## config.mk

```make
export PLATFORM = sky130hd
export DESIGN_NAME = led_seq_scheduler_flat
export DESIGN_NICKNAME = d
export VERILOG_FILES = /design/src/rtl/led_seq_scheduler_if.sv /design/src/rtl/led_seq_scheduler.sv /design/src/flat_wrapper.sv
export SDC_FILE = /design/constraint.sdc
export NUM_CORES = 1
export LEC_CHECK = 0
export ABC_AREA = 1
export ABC_CLOCK_PERIOD_IN_PS = 3150
export CAP_MARGIN = 20
export CORE_MARGIN = 2
export CORE_UTILIZATION = 40
export DETAILED_ROUTE_END_ITERATION = 8
export PLACE_DENSITY_LB_ADDON = 0.05
export SLEW_MARGIN = 20
export SYNTH_ARGS = -nofsm -noshare
export SYNTH_HDL_FRONTEND = slang
export SYNTH_SLANG_ARGS = --single-unit
```

## constraint.sdc

```tcl
create_clock -name CLK -period 3.15 [get_ports CLK]
set_input_delay 0.7875 -clock CLK [delete_from_list [all_inputs] [get_ports CLK]]
set_output_delay 0.7875 -clock CLK [all_outputs]
set_load 0.02 [all_outputs]
```

## src/rtl/led_seq_scheduler_if.sv

```systemverilog
// Front-end bus of the LED sequencing scheduler: control/ADC inputs, LED/AFE drive and results.
interface led_seq_scheduler_if;
    logic       enable;
    logic [7:0] ADC;
    logic [6:0] red_dc_comp;
    logic [6:0] ir_dc_comp;
    logic [3:0] red_pga;
    logic [3:0] ir_pga;
    logic       LED_RED;
    logic       LED_IR;
    logic [6:0] DC_Comp;
    logic [3:0] PGA_Gain;
    logic [7:0] RED_ADC_Value;
    logic [7:0] IR_ADC_Value;
    logic       sample_valid;
    logic       clip;
    logic       busy;

    modport master (
        output enable, ADC, red_dc_comp, ir_dc_comp, red_pga, ir_pga,
        input  LED_RED, LED_IR, DC_Comp, PGA_Gain, RED_ADC_Value, IR_ADC_Value,
               sample_valid, clip, busy
    );

    modport slave (
        input  enable, ADC, red_dc_comp, ir_dc_comp, red_pga, ir_pga,
        output LED_RED, LED_IR, DC_Comp, PGA_Gain, RED_ADC_Value, IR_ADC_Value,
               sample_valid, clip, busy
    );
endinterface

```

## src/rtl/led_seq_scheduler.sv

```systemverilog
// Dark/red/IR measurement frame sequencer: drives LEDs and AFE settings, averages ADC
// samples per phase and publishes ambient-corrected channel values once per frame.
module led_seq_scheduler #(
    parameter int SETTLE_CYCLES = 3,
    parameter int SAMPLES       = 4
) (
    input  logic CLK,
    input  logic rst,
    led_seq_scheduler_if.slave bus
);
    localparam int LOG2_N = $clog2(SAMPLES);
    localparam int ACC_W  = 8 + LOG2_N;
    localparam int CNT_W  = 5;

    typedef enum logic [2:0] {
        IDLE, DARK_SETTLE, DARK_ACQ, RED_SETTLE, RED_ACQ, IR_SETTLE, IR_ACQ, PUBLISH
    } state_t;

    state_t             state, state_nxt;
    logic [CNT_W-1:0]   cnt;
    logic               settle_done, acq_done, frame_start, publish;

    logic [6:0]         lat_red_dc, lat_ir_dc, lat_red_dc_nxt, lat_ir_dc_nxt;
    logic [3:0]         lat_red_pga, lat_ir_pga, lat_red_pga_nxt, lat_ir_pga_nxt;

    logic [ACC_W-1:0]   acc, acc_sum;
    logic [7:0]         acc_avg, dark_avg, red_avg;
    logic [7:0]         red_corr, ir_corr;
    logic               clip_acc, sample_clip;

    logic               led_red_nxt, led_ir_nxt, sv_nxt, busy_nxt;
    logic [6:0]         dc_nxt;
    logic [3:0]         pga_nxt;

    assign settle_done = (cnt == CNT_W'(SETTLE_CYCLES - 1));
    assign acq_done    = (cnt == CNT_W'(SAMPLES - 1));

    // State register; cnt restarts on every state change so each phase is timed from 0.
    always_ff @(posedge CLK) begin
        if (rst) begin
            state <= IDLE;
            cnt   <= '0;
        end else begin
            state <= state_nxt;
            if (state_nxt != state || state == IDLE)
                cnt <= '0;
            else
                cnt <= cnt + 1'b1;
        end
    end

    always_comb begin
        state_nxt = state;
        case (state)
            IDLE:        if (bus.enable)  state_nxt = DARK_SETTLE;
            DARK_SETTLE: if (settle_done) state_nxt = DARK_ACQ;
            DARK_ACQ:    if (acq_done)    state_nxt = RED_SETTLE;
            RED_SETTLE:  if (settle_done) state_nxt = RED_ACQ;
            RED_ACQ:     if (acq_done)    state_nxt = IR_SETTLE;
            IR_SETTLE:   if (settle_done) state_nxt = IR_ACQ;
            IR_ACQ:      if (acq_done)    state_nxt = PUBLISH;
            PUBLISH:     state_nxt = bus.enable ? DARK_SETTLE : IDLE;
            default:     state_nxt = IDLE;
        endcase
    end

    assign frame_start = (state_nxt == DARK_SETTLE) && (state != DARK_SETTLE);
    assign publish     = (state == IR_ACQ) && acq_done;

    // Settings captured at frame entry; the "_nxt" view lets the first SETTLE cycle use them.
    always_comb begin
        lat_red_dc_nxt  = lat_red_dc;
        lat_ir_dc_nxt   = lat_ir_dc;
        lat_red_pga_nxt = lat_red_pga;
        lat_ir_pga_nxt  = lat_ir_pga;
        if (frame_start) begin
            lat_red_dc_nxt  = bus.red_dc_comp;
            lat_ir_dc_nxt   = bus.ir_dc_comp;
            lat_red_pga_nxt = bus.red_pga;
            lat_ir_pga_nxt  = bus.ir_pga;
        end
    end

    // The first ACQ cycle starts from zero instead of the stale sum.
    assign acc_sum     = ((cnt == '0) ? '0 : acc) + ACC_W'(bus.ADC);
    assign acc_avg     = 8'(acc_sum >> LOG2_N);
    assign sample_clip = (bus.ADC == 8'd0) || (bus.ADC == 8'hFF);
    assign red_corr    = (red_avg >= dark_avg) ? (red_avg - dark_avg) : 8'd0;
    assign ir_corr     = (acc_avg >= dark_avg) ? (acc_avg - dark_avg) : 8'd0;

    always_ff @(posedge CLK) begin
        if (rst) begin
            acc         <= '0;
            dark_avg    <= '0;
            red_avg     <= '0;
            clip_acc    <= 1'b0;
            lat_red_dc  <= '0;
            lat_ir_dc   <= '0;
            lat_red_pga <= '0;
            lat_ir_pga  <= '0;
        end else begin
            lat_red_dc  <= lat_red_dc_nxt;
            lat_ir_dc   <= lat_ir_dc_nxt;
            lat_red_pga <= lat_red_pga_nxt;
            lat_ir_pga  <= lat_ir_pga_nxt;
            if (state == DARK_ACQ || state == RED_ACQ || state == IR_ACQ)
                acc <= acc_sum;
            if (state == DARK_ACQ && acq_done)
                dark_avg <= acc_avg;
            if (state == RED_ACQ && acq_done)
                red_avg <= acc_avg;
            if (frame_start)
                clip_acc <= 1'b0;
            else if ((state == RED_ACQ || state == IR_ACQ) && sample_clip)
                clip_acc <= 1'b1;
        end
    end

    // Output decode from the next state so registered outputs line up with the state.
    always_comb begin
        led_red_nxt = 1'b0;
        led_ir_nxt  = 1'b0;
        dc_nxt      = '0;
        pga_nxt     = '0;
        sv_nxt      = 1'b0;
        busy_nxt    = (state_nxt != IDLE);
        case (state_nxt)
            DARK_SETTLE, DARK_ACQ: begin
                dc_nxt  = lat_red_dc_nxt;
                pga_nxt = lat_red_pga_nxt;
            end
            RED_SETTLE, RED_ACQ: begin
                led_red_nxt = 1'b1;
                dc_nxt      = lat_red_dc_nxt;
                pga_nxt     = lat_red_pga_nxt;
            end
            IR_SETTLE, IR_ACQ: begin
                led_ir_nxt = 1'b1;
                dc_nxt     = lat_ir_dc_nxt;
                pga_nxt    = lat_ir_pga_nxt;
            end
            PUBLISH: sv_nxt = 1'b1;
            default: ;
        endcase
    end

    always_ff @(posedge CLK) begin
        if (rst) begin
            bus.LED_RED       <= 1'b0;
            bus.LED_IR        <= 1'b0;
            bus.DC_Comp       <= '0;
            bus.PGA_Gain      <= '0;
            bus.sample_valid  <= 1'b0;
            bus.busy          <= 1'b0;
            bus.RED_ADC_Value <= '0;
            bus.IR_ADC_Value  <= '0;
            bus.clip          <= 1'b0;
        end else begin
            bus.LED_RED      <= led_red_nxt;
            bus.LED_IR       <= led_ir_nxt;
            bus.DC_Comp      <= dc_nxt;
            bus.PGA_Gain     <= pga_nxt;
            bus.sample_valid <= sv_nxt;
            bus.busy         <= busy_nxt;
            // Last IR sample arrives this cycle, so IR and clip are taken from the live sum.
            if (publish) begin
                bus.RED_ADC_Value <= red_corr;
                bus.IR_ADC_Value  <= ir_corr;
                bus.clip          <= clip_acc | sample_clip;
            end
        end
    end
endmodule

```

## src/flat_wrapper.sv

```systemverilog
// flat-port wrapper written by rule: the top's interface ports become plain ports
module led_seq_scheduler_flat 
#(
    parameter int SETTLE_CYCLES = 3,
    parameter int SAMPLES       = 4
)
  (CLK, rst, bus_enable, bus_ADC, bus_red_dc_comp, bus_ir_dc_comp, bus_red_pga, bus_ir_pga, bus_LED_RED, bus_LED_IR, bus_DC_Comp, bus_PGA_Gain, bus_RED_ADC_Value, bus_IR_ADC_Value, bus_sample_valid, bus_clip, bus_busy);
  led_seq_scheduler_if bus_i ();
  input  logic CLK;
  input  logic rst;
  input wire logic [$bits(bus_i.enable)-1:0] bus_enable;
  input wire logic [$bits(bus_i.ADC)-1:0] bus_ADC;
  input wire logic [$bits(bus_i.red_dc_comp)-1:0] bus_red_dc_comp;
  input wire logic [$bits(bus_i.ir_dc_comp)-1:0] bus_ir_dc_comp;
  input wire logic [$bits(bus_i.red_pga)-1:0] bus_red_pga;
  input wire logic [$bits(bus_i.ir_pga)-1:0] bus_ir_pga;
  output wire logic [$bits(bus_i.LED_RED)-1:0] bus_LED_RED;
  output wire logic [$bits(bus_i.LED_IR)-1:0] bus_LED_IR;
  output wire logic [$bits(bus_i.DC_Comp)-1:0] bus_DC_Comp;
  output wire logic [$bits(bus_i.PGA_Gain)-1:0] bus_PGA_Gain;
  output wire logic [$bits(bus_i.RED_ADC_Value)-1:0] bus_RED_ADC_Value;
  output wire logic [$bits(bus_i.IR_ADC_Value)-1:0] bus_IR_ADC_Value;
  output wire logic [$bits(bus_i.sample_valid)-1:0] bus_sample_valid;
  output wire logic [$bits(bus_i.clip)-1:0] bus_clip;
  output wire logic [$bits(bus_i.busy)-1:0] bus_busy;
  assign bus_i.enable = bus_enable;
  assign bus_i.ADC = bus_ADC;
  assign bus_i.red_dc_comp = bus_red_dc_comp;
  assign bus_i.ir_dc_comp = bus_ir_dc_comp;
  assign bus_i.red_pga = bus_red_pga;
  assign bus_i.ir_pga = bus_ir_pga;
  assign bus_LED_RED = bus_i.LED_RED;
  assign bus_LED_IR = bus_i.LED_IR;
  assign bus_DC_Comp = bus_i.DC_Comp;
  assign bus_PGA_Gain = bus_i.PGA_Gain;
  assign bus_RED_ADC_Value = bus_i.RED_ADC_Value;
  assign bus_IR_ADC_Value = bus_i.IR_ADC_Value;
  assign bus_sample_valid = bus_i.sample_valid;
  assign bus_clip = bus_i.clip;
  assign bus_busy = bus_i.busy;
  led_seq_scheduler #(.SETTLE_CYCLES(SETTLE_CYCLES), .SAMPLES(SAMPLES)) u_core (.CLK(CLK), .rst(rst), .bus(bus_i));
endmodule
```

**Yosys cells after proc, flatten, opt, wreduce, memory -nomap -nowiden**

Cells that the tools add are included.

- Flip-flop bits (word level): 89
- Output and inout port bits: 32
- Logic and storage cells: 85

- Add/subtract/negate cells: 4
- $lt $le $gt $ge: 2
- Eq/ne operators: 19
- Muxes and demuxes: 21
- Bitwise gates (word level): 1
- Reduce and logical (&&, ||, !) cells: 19

Operator list:

| cell | count |
|---|---|
| $eq A3 B3 Y1 const B | 8 |
| $pmux W3 S8 | 1 |
| $mux W3 | 7 |
| $ge A8 B8 Y1 | 2 |
| $mux W8 | 2 |
| $sub A8 B8 Y8 | 2 |
| $mux W7 | 2 |
| $pmux W7 S2 | 1 |
| $eq A3 B2 Y1 const B | 4 |
| $add A10 B8 Y10 | 1 |
| $eq A5 B2 Y1 const B | 2 |
| $mux W10 | 1 |
| $eq A8 B8 Y1 const B | 1 |
| $logic_not A8 Y1 | 1 |
| $mux W4 | 2 |
| $pmux W4 S2 | 1 |
| $reduce_or A2 Y1 | 4 |
| $eq A3 B1 Y1 const B | 2 |
| $add A5 B1 Y5 const B | 1 |
| $logic_and A1 B1 Y1 | 5 |
| $logic_not A5 Y1 | 1 |
| $logic_or A1 B1 Y1 | 5 |
| $mux W1 | 4 |
| $reduce_or A4 Y1 | 1 |
| other kinds (5) | 5 |

**Logic depth before layout (Yosys ltp)**

Gate-level depths: netlist of the first run.

- Depth in word-level cells: 7
- Depth in mapped cells: 24

**Worst setup path after synthesis of the first run**

No wires, ideal clock.

- Path type: reg2reg
- Start: reg u_core.cnt[0]
- End: reg u_core.bus.IR_ADC_Value[1]
- Data arrival time: 3.363 ns
- Data required time: 3.080 ns
- Slack: -0.283 ns
- Stages on the path, launching flop included: 22
- Path buffers: 0
- Period minus slack after synthesis: 3.433 ns
- Cell sequence: dfxtp_1 inv_1 ha_1 nand3_1 nand2_1 inv_1 ha_1 fa_1 nand3_1 nand3_1 a21oi_1 o21ai_0 xor2_1 inv_1 ha_1 nand2_1 nor3_1 nand3_1 nand3_1 nand2_1 or2_2 a21oi_1

- Cells in the longest elaborated chain, start to end: 5
- Elaborated cells on any way between the ends: 8

Ends and longest elaborated chain:

| what | RTL line | text |
|---|---|---|
| start, declared | led_seq_scheduler.sv:20 | `logic [CNT_W-1:0] cnt;` |
| start signal, assigned | led_seq_scheduler.sv:48 | `cnt <= cnt + 1'b1;` |
| $logic_not A5 Y1 | led_seq_scheduler.sv:85 | `assign acc_sum = ((cnt == '0) ? '0 : acc) + ACC_W'(bus.ADC);` |
| $mux W10 | led_seq_scheduler.sv:85 |  |
| $add A10 B8 Y10 | led_seq_scheduler.sv:85 |  |
| via u_core.acc_sum[6] | led_seq_scheduler.sv:26 | `logic [ACC_W-1:0] acc, acc_sum;` |
| $ge A8 B8 Y1 | led_seq_scheduler.sv:89 | `assign ir_corr = (acc_avg >= dark_avg) ? (acc_avg - dark_avg) : 8'd0;` |
| $mux W8 | led_seq_scheduler.sv:89 |  |
| end signal, assigned | led_seq_scheduler.sv:168 | `bus.IR_ADC_Value <= ir_corr;` |
| end, declared | led_seq_scheduler_if.sv:27 | `output LED_RED, LED_IR, DC_Comp, PGA_Gain, RED_ADC_Value, IR_ADC_Value,` |

The timed path passes the listed nets, and every way through them passes these cells.
A chain may end at the register's enable or synchronous reset.

**Worst setup path after layout of the first run**

- Start: in bus_ADC[6]
- End: reg u_core.bus.IR_ADC_Value[1]

- Cells in the longest elaborated chain, start to end: 3

Ends and longest elaborated chain:

| what | RTL line | text |
|---|---|---|
| start, declared | flat_wrapper.sv:12 | `input wire logic [$bits(bus_i.ADC)-1:0] bus_ADC;` |
| $add A10 B8 Y10 | led_seq_scheduler.sv:85 |  |
| via u_core.acc_sum[7] | led_seq_scheduler.sv:26 |  |
| $ge A8 B8 Y1 | led_seq_scheduler.sv:89 |  |
| $mux W8 | led_seq_scheduler.sv:89 |  |

The timed path passes the listed nets, and every way through them passes these cells.

==> impl_metrics.json, run 1 <==
{
  "run_status": "complete, but fails checks",
  "violations": "negative setup slack",
  "antenna_found_initial": 0,
  "clk_latency_ns": 0.34,
  "die_area_um2": 13000,
  "synth_async_sr_flop_share_pct": 0,
  "drive_above_1_share_pct": 22.9,
  "synth-compound-area-share_pct": 14.1,
  "place_hpwl_mm": 9.49,
  "numCtsBuffers": 9,
  "max-cap-violations": 0,
  "period_share_pct": 103,
  "ys.flop_type": "dfxtp_1",
  "synth_top_family_by_area": "simple AND/OR/NAND/NOR gates",
  "synth.avg_cell_area_um2": 7.05,
  "row_count": 40,
  "drtAntennaViolNets": 0,
  "relSlewSlack_pct": 53.2,
  "rsz0062_at_grt": "yes",
  "seqCellArea_um2": 1780,
  "syn_inst": 689,
  "yosysSeqAreaShare_pct": 36.7,
  "grt_pass1_vias": 4605,
  "total_power_mw": 2.58,
  "die_x_um": 114,
  "period_minus_slack_ns": 3.23,
  "max_slew.worst_pin.slew_ns": 0.695,
  "comb_power_share_pct": 15.7,
  "ys_ff_latch": 89,
  "critical-path-max-stage-delay_ns": 0.43,
  "crit_arrival_ns": 3.51,
  "rr_endpoint": "u_core.bus.IR_ADC_Value[6]$_SDFFE_PP0P_",
  "path_class": "in2reg",
  "yosys.area.top_type_share_pct": 36.7,
  "hp-class": "reg2reg",
  "ys_warn_count": 0,
  "cp.required_ns": 3.43,
  "firstDrtPassIters": 5,
  "clock_path_buffers": 2,
  "synthAdderAreaFrac_pct": 8.19,
  "path_cells": "clkdlybuf4s50_1, ha_1, inv_2, o21ai_0, a21oi_2, buf_4, nand3_1, nand2_1, inv_1, ha_4, inv_1, o21ai_1, a31oi_2, nand3_2, nand2_4, or2_4, a21oi_2",
  "cts.sinks": 89,
  "p_seq_share_pct": 46.0,
  "cp_slowest_cell": "clkdlybuf4s50_1",
  "final_nets": 879,
  "synth.cell_area_um2": 4860,
  "drt_wl_total_mm": 12.8,
  "switching_power_mw": 0.694,
  "antenna_cells": 0,
  "die_h_um": 114,
  "cts_tree": "yes",
  "design_area_um2": 6710,
  "cts-htree-levels": 3,
  "slew_violations": 0,
  "final_hold_viol_count": 0,
  "ff2ff_setup_slack_ns": -0.08,
  "pwr_density_cell_nw_per_um2": 384,
  "drt-vias-per-instance": 4.96,
  "synth_common_cells": "nand2_1 (136), inv_1 (119), dfxtp_1 (89)",
  "synth_xor_xnor_area_share_pct": 1.80,
  "grt_overflow": 0,
  "utilization_pct": 56.4,
  "grt_max_degree": 36,
  "min_path_cells": 2,
  "port-buffer-count": 64,
  "cts_hold_buf": 0,
  "synth_enable_flop_cells": 0,
  "skew_ns": 0.00585,
  "cts_root_buf": "clkbuf_16",
  "synth_cell_types": 35,
  "fin_ws_ns": -0.0833,
  "fillers": 1139,
  "crit_path_end_kind": "flip-flop",
  "place_area_um2": 6150,
  "ff2ff_path_depth": 22,
  "synth_mux_area_share_pct": 0,
  "wl_per_cell_um": 13.2,
  "num_io_pins": 65,
  "fp.coreArea_um2": 11900,
  "p_clk_share_pct": 38.3,
  "max_clock_freq_mhz": 309,
  "postSynthNetCount": 752,
  "syn2layout_area_growth_pct": 38.2,
  "grt_usage_pct": 20.1,
  "synth_area_leaders": "dfxtp_1 (37%), nand2_1 (11%), inv_1 (9.2%), nand3_1 (7.2%), ha_1 (7.0%)",
  "min_to": "u_core.bus.IR_ADC_Value[2]$_SDFFE_PP0P_",
  "path_max_fanout": 4,
  "drcViolationCount": 0,
  "setup_viol": 7,
  "irDropWorstVdd_mv": 0.224,
  "p_int_mw": 1.88,
  "grt_pass1_wl_mm": 20.9,
  "synth_most_common_cell": "nand2_1",
  "start_util_pct": 40.8,
  "synthSimpleGateAreaFrac_pct": 27.1,
  "cp-start-kind": "input port",
  "routabilityCongestion": 0.938,
  "multi_input_area_um2": 2800,
  "synth_largest_area_cell": "dfxtp_1",
  "r2r_start": "u_core.cnt[0]$_SDFF_PP0_",
  "leakage_nw": 3.27,
  "via_count": 4804,
  "switching_share_pct": 26.9,
  "cts.reportedPaths.clkPinSlew_ns": 0.06,
  "hp-start": "u_core.bus.IR_ADC_Value[2]$_SDFFE_PP0P_",
  "drtIter0Drc": 222
}
[cells by family (layout without fill, tap and decap cells)]
logic type                 after synthesis  in the layout
xor gates and xnor gates                10             10
DFF                                     89             89
AOI/OAI and AO/OA                      123            123
adders and majority gates               30             30
and+or+nand+nor                        289            289
buffers and inverters                  148            280
[area by class of cell]
type,instances,area share [%]
inverter,127,7.10
clock buffer,9,3.36
tap,147,2.74
sequential,89,26.6
timing repair buffer,137,17.9
multi-input combinational,452,41.7
clock inverter,7,0.708
[how the worst max path moves through the flow]
stage	start	endpoint	cells past startpoint
after detailed placement	bus_ADC[0]	u_core.bus.IR_ADC_Value[4]$_SDFFE_PP0P_	17
after CTS	u_core.cnt[0]$_SDFF_PP0_	u_core.bus.IR_ADC_Value[1]$_SDFFE_PP0P_	21
after floorplan	bus_ADC[0]	u_core.bus.IR_ADC_Value[1]$_SDFFE_PP0P_	16
after global routing	u_core.cnt[0]$_SDFF_PP0_	u_core.bus.IR_ADC_Value[6]$_SDFFE_PP0P_	24
after global placement	bus_ADC[0]	u_core.bus.IR_ADC_Value[1]$_SDFFE_PP0P_	17
final	bus_ADC[6]	u_core.bus.IR_ADC_Value[1]$_SDFFE_PP0P_	17
[per-stage QoR]
stage | hold WS (ns) | TNS, ns | setup slack (ns) | cells
after detailed placement | 0.458 | -5.47 | -0.715 | 945
after CTS | 0.469 | -0.130 | -0.0618 | 968
after global routing | 0.483 | -2.25 | -0.347 | 968
after floorplan | 0.419 | -0.172 | -0.0777 | 689
final | 0.466 | -0.269 | -0.0833 | 968
after global placement | 0.457 | -5.05 | -0.657 | 945
[layer usage]
| metal | GRT usage [%] | routed length (µm) |
|---|---|---|
| met1 | 24.4 | 5700 |
| met2 | 35.4 | 6300 |
| met3 | 3.12 | 508 |
| met5 | 0 | 0 |
| met4 | 8.37 | 274 |
[state kept, by name, indices dropped and copies added (netlist names), 3 cells and up]
signal / count
u_core.bus.PGA_Gain: 4
u_core.bus.RED_ADC_Value: 8
u_core.bus.DC_Comp: 7
u_core.acc: 10
u_core.lat_ir_pga: 4
u_core.lat_red_pga: 4
u_core.state: 3
u_core.lat_red_dc: 7
u_core.cnt: 5
u_core.lat_ir_dc: 7
u_core.dark_avg: 8
u_core.red_avg: 8
u_core.bus.IR_ADC_Value: 8
[power by group through the flow]
stage | clock, mW | combinational, mW | sequential (mW)
floorplan | 0 | 0.209 | 1.23
global placement | 0 | 0.382 | 1.21
detailed placement | 0 | 0.386 | 1.21
CTS | 1.01 | 0.398 | 1.18
global route | 1.06 | 0.448 | 1.19
finish | 0.987 | 0.403 | 1.18
[what timing repair did]
action,CTS,global route
cloned,0,0
pin swaps,22,15
resized for setup,34,20
endpoints found under the setup margin,8,8
buffers inserted,7,0
[critical path, delay by kind of cell]
| family | cells | cell delay (ns) |
|---|---|---|
| adders and majority gates | 2 | 0.62 |
| and+or+nand+nor | 5 | 0.59 |
| AOI/OAI and AO/OA | 5 | 0.73 |
| buffers and inverters | 5 | 0.78 |
[cells in the final DEF (no fill, tap or decap), types with 5 or more instances in the layout]
cell,n
nand2_1,123
a21oi_1,53
xor2_1,8
o21ai_1,5
nor2_2,5
buf_4,72
clkdlybuf4s50_1,59
ha_1,17
inv_2,16
o21ai_2,11
a31oi_1,5
a21oi_2,5
nand3_1,64
dfxtp_1,87
nor3_1,6
o21ai_0,32
nand2_2,24
inv_1,110
nor2_1,38
clkbuf_16,9
ha_4,10
No activity file was read; power rests on OpenSTA's default activity.
==> run 2: changes to the inputs <==
--- a/config.mk
+++ b/config.mk
@@ -12,7 +12,7 @@
 export CORE_UTILIZATION = 40
 export DETAILED_ROUTE_END_ITERATION = 8
 export PLACE_DENSITY_LB_ADDON = 0.05
-export SLEW_MARGIN = 20
+export SLEW_MARGIN = 15
 export SYNTH_ARGS = -nofsm -noshare
 export SYNTH_HDL_FRONTEND = slang
 export SYNTH_SLANG_ARGS = --single-unit
==> results of run 2 <==
No change in the layout: final DEF, timing and power equal those of run 1.
==> run 3: changes to the inputs <==
--- a/config.mk
+++ b/config.mk
@@ -12,6 +12,7 @@
 export CORE_UTILIZATION = 40
 export DETAILED_ROUTE_END_ITERATION = 8
 export PLACE_DENSITY_LB_ADDON = 0.05
+export RECOVER_POWER = 50
 export SLEW_MARGIN = 15
 export SYNTH_ARGS = -nofsm -noshare
 export SYNTH_HDL_FRONTEND = slang
==> run 3 against run 2 <==
  * Sequential share of layout area up 0.060 points
  * Global-route usage stayed put
  * Via count is 0.21% lower
  * Non-clock buffer count unchanged
  * Total power barely moved
  * Sequential cell count stayed put
  * Routed wire length is essentially flat
  * Clock-buffer cell count is the same
  * Sequential power about the same
  * The run still ends with negative setup slack left
  * Combinational power about the same
  * Critical path depth unchanged
  * First-iteration DRC count is 0.45% higher
==> impl_metrics.json, run 3 (same netlist as run 1, synthesis figures left out) <==
{
  "max_clock_freq_mhz": 309,
  "p_seq_share_pct": 46.0,
  "relSlewSlack_pct": 53.2,
  "drtAntennaViolNets": 0,
  "cts-htree-levels": 3,
  "p_int_mw": 1.88,
  "switching_power_mw": 0.693,
  "final_hold_viol_count": 0,
  "largest_reg_flops": 10,
  "setup_viol": 7,
  "num_io_pins": 65,
  "die_h_um": 114,
  "die_area_um2": 13000,
  "drt_wl_total_mm": 12.8,
  "p_clk_share_pct": 38.3,
  "drt-vias-per-instance": 4.95,
  "leakage_nw": 3.26,
  "comb_power_share_pct": 15.6,
  "layoutNonFillerInstCount": 968,
  "die_x_um": 114,
  "total_power_mw": 2.57,
  "pwr_density_cell_nw_per_um2": 384,
  "period_minus_slack_ns": 3.23,
  "rsz0062_at_grt": "yes",
  "drive_above_1_share_pct": 22.7,
  "firstDrtPassIters": 5,
  "routabilityCongestion": 0.938,
  "critical-path-max-stage-delay_ns": 0.43,
  "clock_path_buffers": 2,
  "antenna_cells": 0,
  "crit_arrival_ns": 3.51,
  "numCtsBuffers": 9,
  "cp-start-kind": "input port",
  "grt_pass1_wl_mm": 20.9,
  "grt_max_degree": 36,
  "place_inst": 945,
  "violations": "negative setup slack",
  "cts_tree": "yes",
  "grt_overflow": 0,
  "slew_violations": 0,
  "cts_hold_buf": 0,
  "design_area_um2": 6700,
  "post-place-ws_ns": -0.715,
  "cts.sinks": 89,
  "clk_latency_ns": 0.34,
  "switching_share_pct": 26.9,
  "crit_path_end_kind": "flip-flop",
  "place_hpwl_mm": 9.49,
  "grt.met3_usage_pct": 3.12,
  "antenna_found_initial": 0,
  "via_count": 4794,
  "port-buffer-count": 64,
  "irDropWorstVdd_mv": 0.224,
  "cp.required_ns": 3.43,
  "syn2layout_area_growth_pct": 37.9,
  "grt_usage_pct": 20.1,
  "drcViolationCount": 0,
  "grt_pass1_vias": 4605,
  "cts_root_buf": "clkbuf_16",
  "wl_per_cell_um": 13.2,
  "layout_common_cells": "nand2_1 (123), inv_1 (110), dfxtp_1 (87)",
  "grt_use_met1_pct": 24.4,
  "row_count": 40,
  "hp-class": "reg2reg",
  "place_area_um2": 6150,
  "max-cap-violations": 0,
  "layout_commonest_cell": "nand2_1",
  "fin_ws_ns": -0.0830,
  "run_status": "complete, but fails checks",
  "largest_register": "u_core.acc",
  "period_share_pct": 103,
  "skew_ns": 0.00585,
  "final_nets": 879,
  "grt_use_met2_pct": 35.4,
  "cp_slowest_cell": "clkdlybuf4s50_1",
  "fp.coreArea_um2": 11900,
  "start_util_pct": 40.8,
  "path_class": "in2reg",
  "drtIter0Drc": 223,
  "grt.busiest_layer": "met2",
  "path_cells": "clkdlybuf4s50_1, ha_1, inv_2, o21ai_0, a21oi_2, buf_4, nand3_1, nand2_1, inv_1, ha_4, inv_1, o21ai_1, a31oi_2, nand3_2, nand2_4, or2_4, a21oi_2",
  "cts.reportedPaths.clkPinSlew_ns": 0.06,
  "max_slew.worst_pin.slew_ns": 0.694,
  "path_max_fanout": 4
}
==> run 3: area by class of cell <==
type / count / area, µm²
fillers: 1142 / 5210
clock inverters: 7 / 47.5
inverters: 127 / 477
repair buffers: 137 / 1200
multi-input cells: 452 / 2780
flip-flops and latches: 89 / 1780
well taps: 147 / 184
clock buffers: 9 / 225
==> run 3: critical path: cells and delay by family <==
family	cells	cell delay (ns)
buffers and inverters	5	0.78
AO/OA/AOI/OAI	5	0.73
adder cells (fa/ha/maj)	2	0.62
AND/OR/NAND/NOR	5	0.59
==> run 3: repair_timing <==
item	CTS	global route
endpoints found under the setup margin	8	8
cloned	0	0
resized for setup	34	20
buffers inserted	7	0
pin swaps	22	15
==> run 3: path summary, 6_finish.rpt <==
check,start,to,slack [ns],depth (start not counted)
min reg2reg,u_core.bus.IR_ADC_Value[2]$_SDFFE_PP0P_,u_core.bus.IR_ADC_Value[2]$_SDFFE_PP0P_,0.47,2
min,u_core.bus.IR_ADC_Value[2]$_SDFFE_PP0P_,u_core.bus.IR_ADC_Value[2]$_SDFFE_PP0P_,0.47,2
max,bus_ADC[6],u_core.bus.IR_ADC_Value[1]$_SDFFE_PP0P_,-0.08,17
max reg2reg,u_core.cnt[0]$_SDFF_PP0_,u_core.bus.IR_ADC_Value[6]$_SDFFE_PP0P_,-0.08,22
==> run 3: stage by stage <==
stage	util [%]	hold WS (ns)	setup TNS, ns
floorplan	-	0.419	-0.172
finish	56.2	0.466	-0.269
detailed placement	51.7	0.458	-5.47
global route	56.2	0.483	-2.25
global placement	51.7	0.457	-5.05
CTS	55.6	0.469	-0.130
==> run 3: metal layers <==
metal,vias to the layer above,wire [µm],part of all wire (%)
met5,-,0,0
met1,2222,5740,45
met3,23,500,3.9
met2,91,6280,49
met4,0,270,2.1
li1,2458,-,-
==> run 3: power by group through the flow <==
| stage | registers, mW | logic [mW] | clock network (mW) |
|---|---|---|---|
| detailed placement | 1.21 | 0.386 | 0 |
| global placement | 1.21 | 0.382 | 0 |
| finish | 1.18 | 0.403 | 0.987 |
| global route | 1.19 | 0.448 | 1.06 |
| CTS | 1.18 | 0.398 | 1.01 |
| floorplan | 1.23 | 0.209 | 0 |
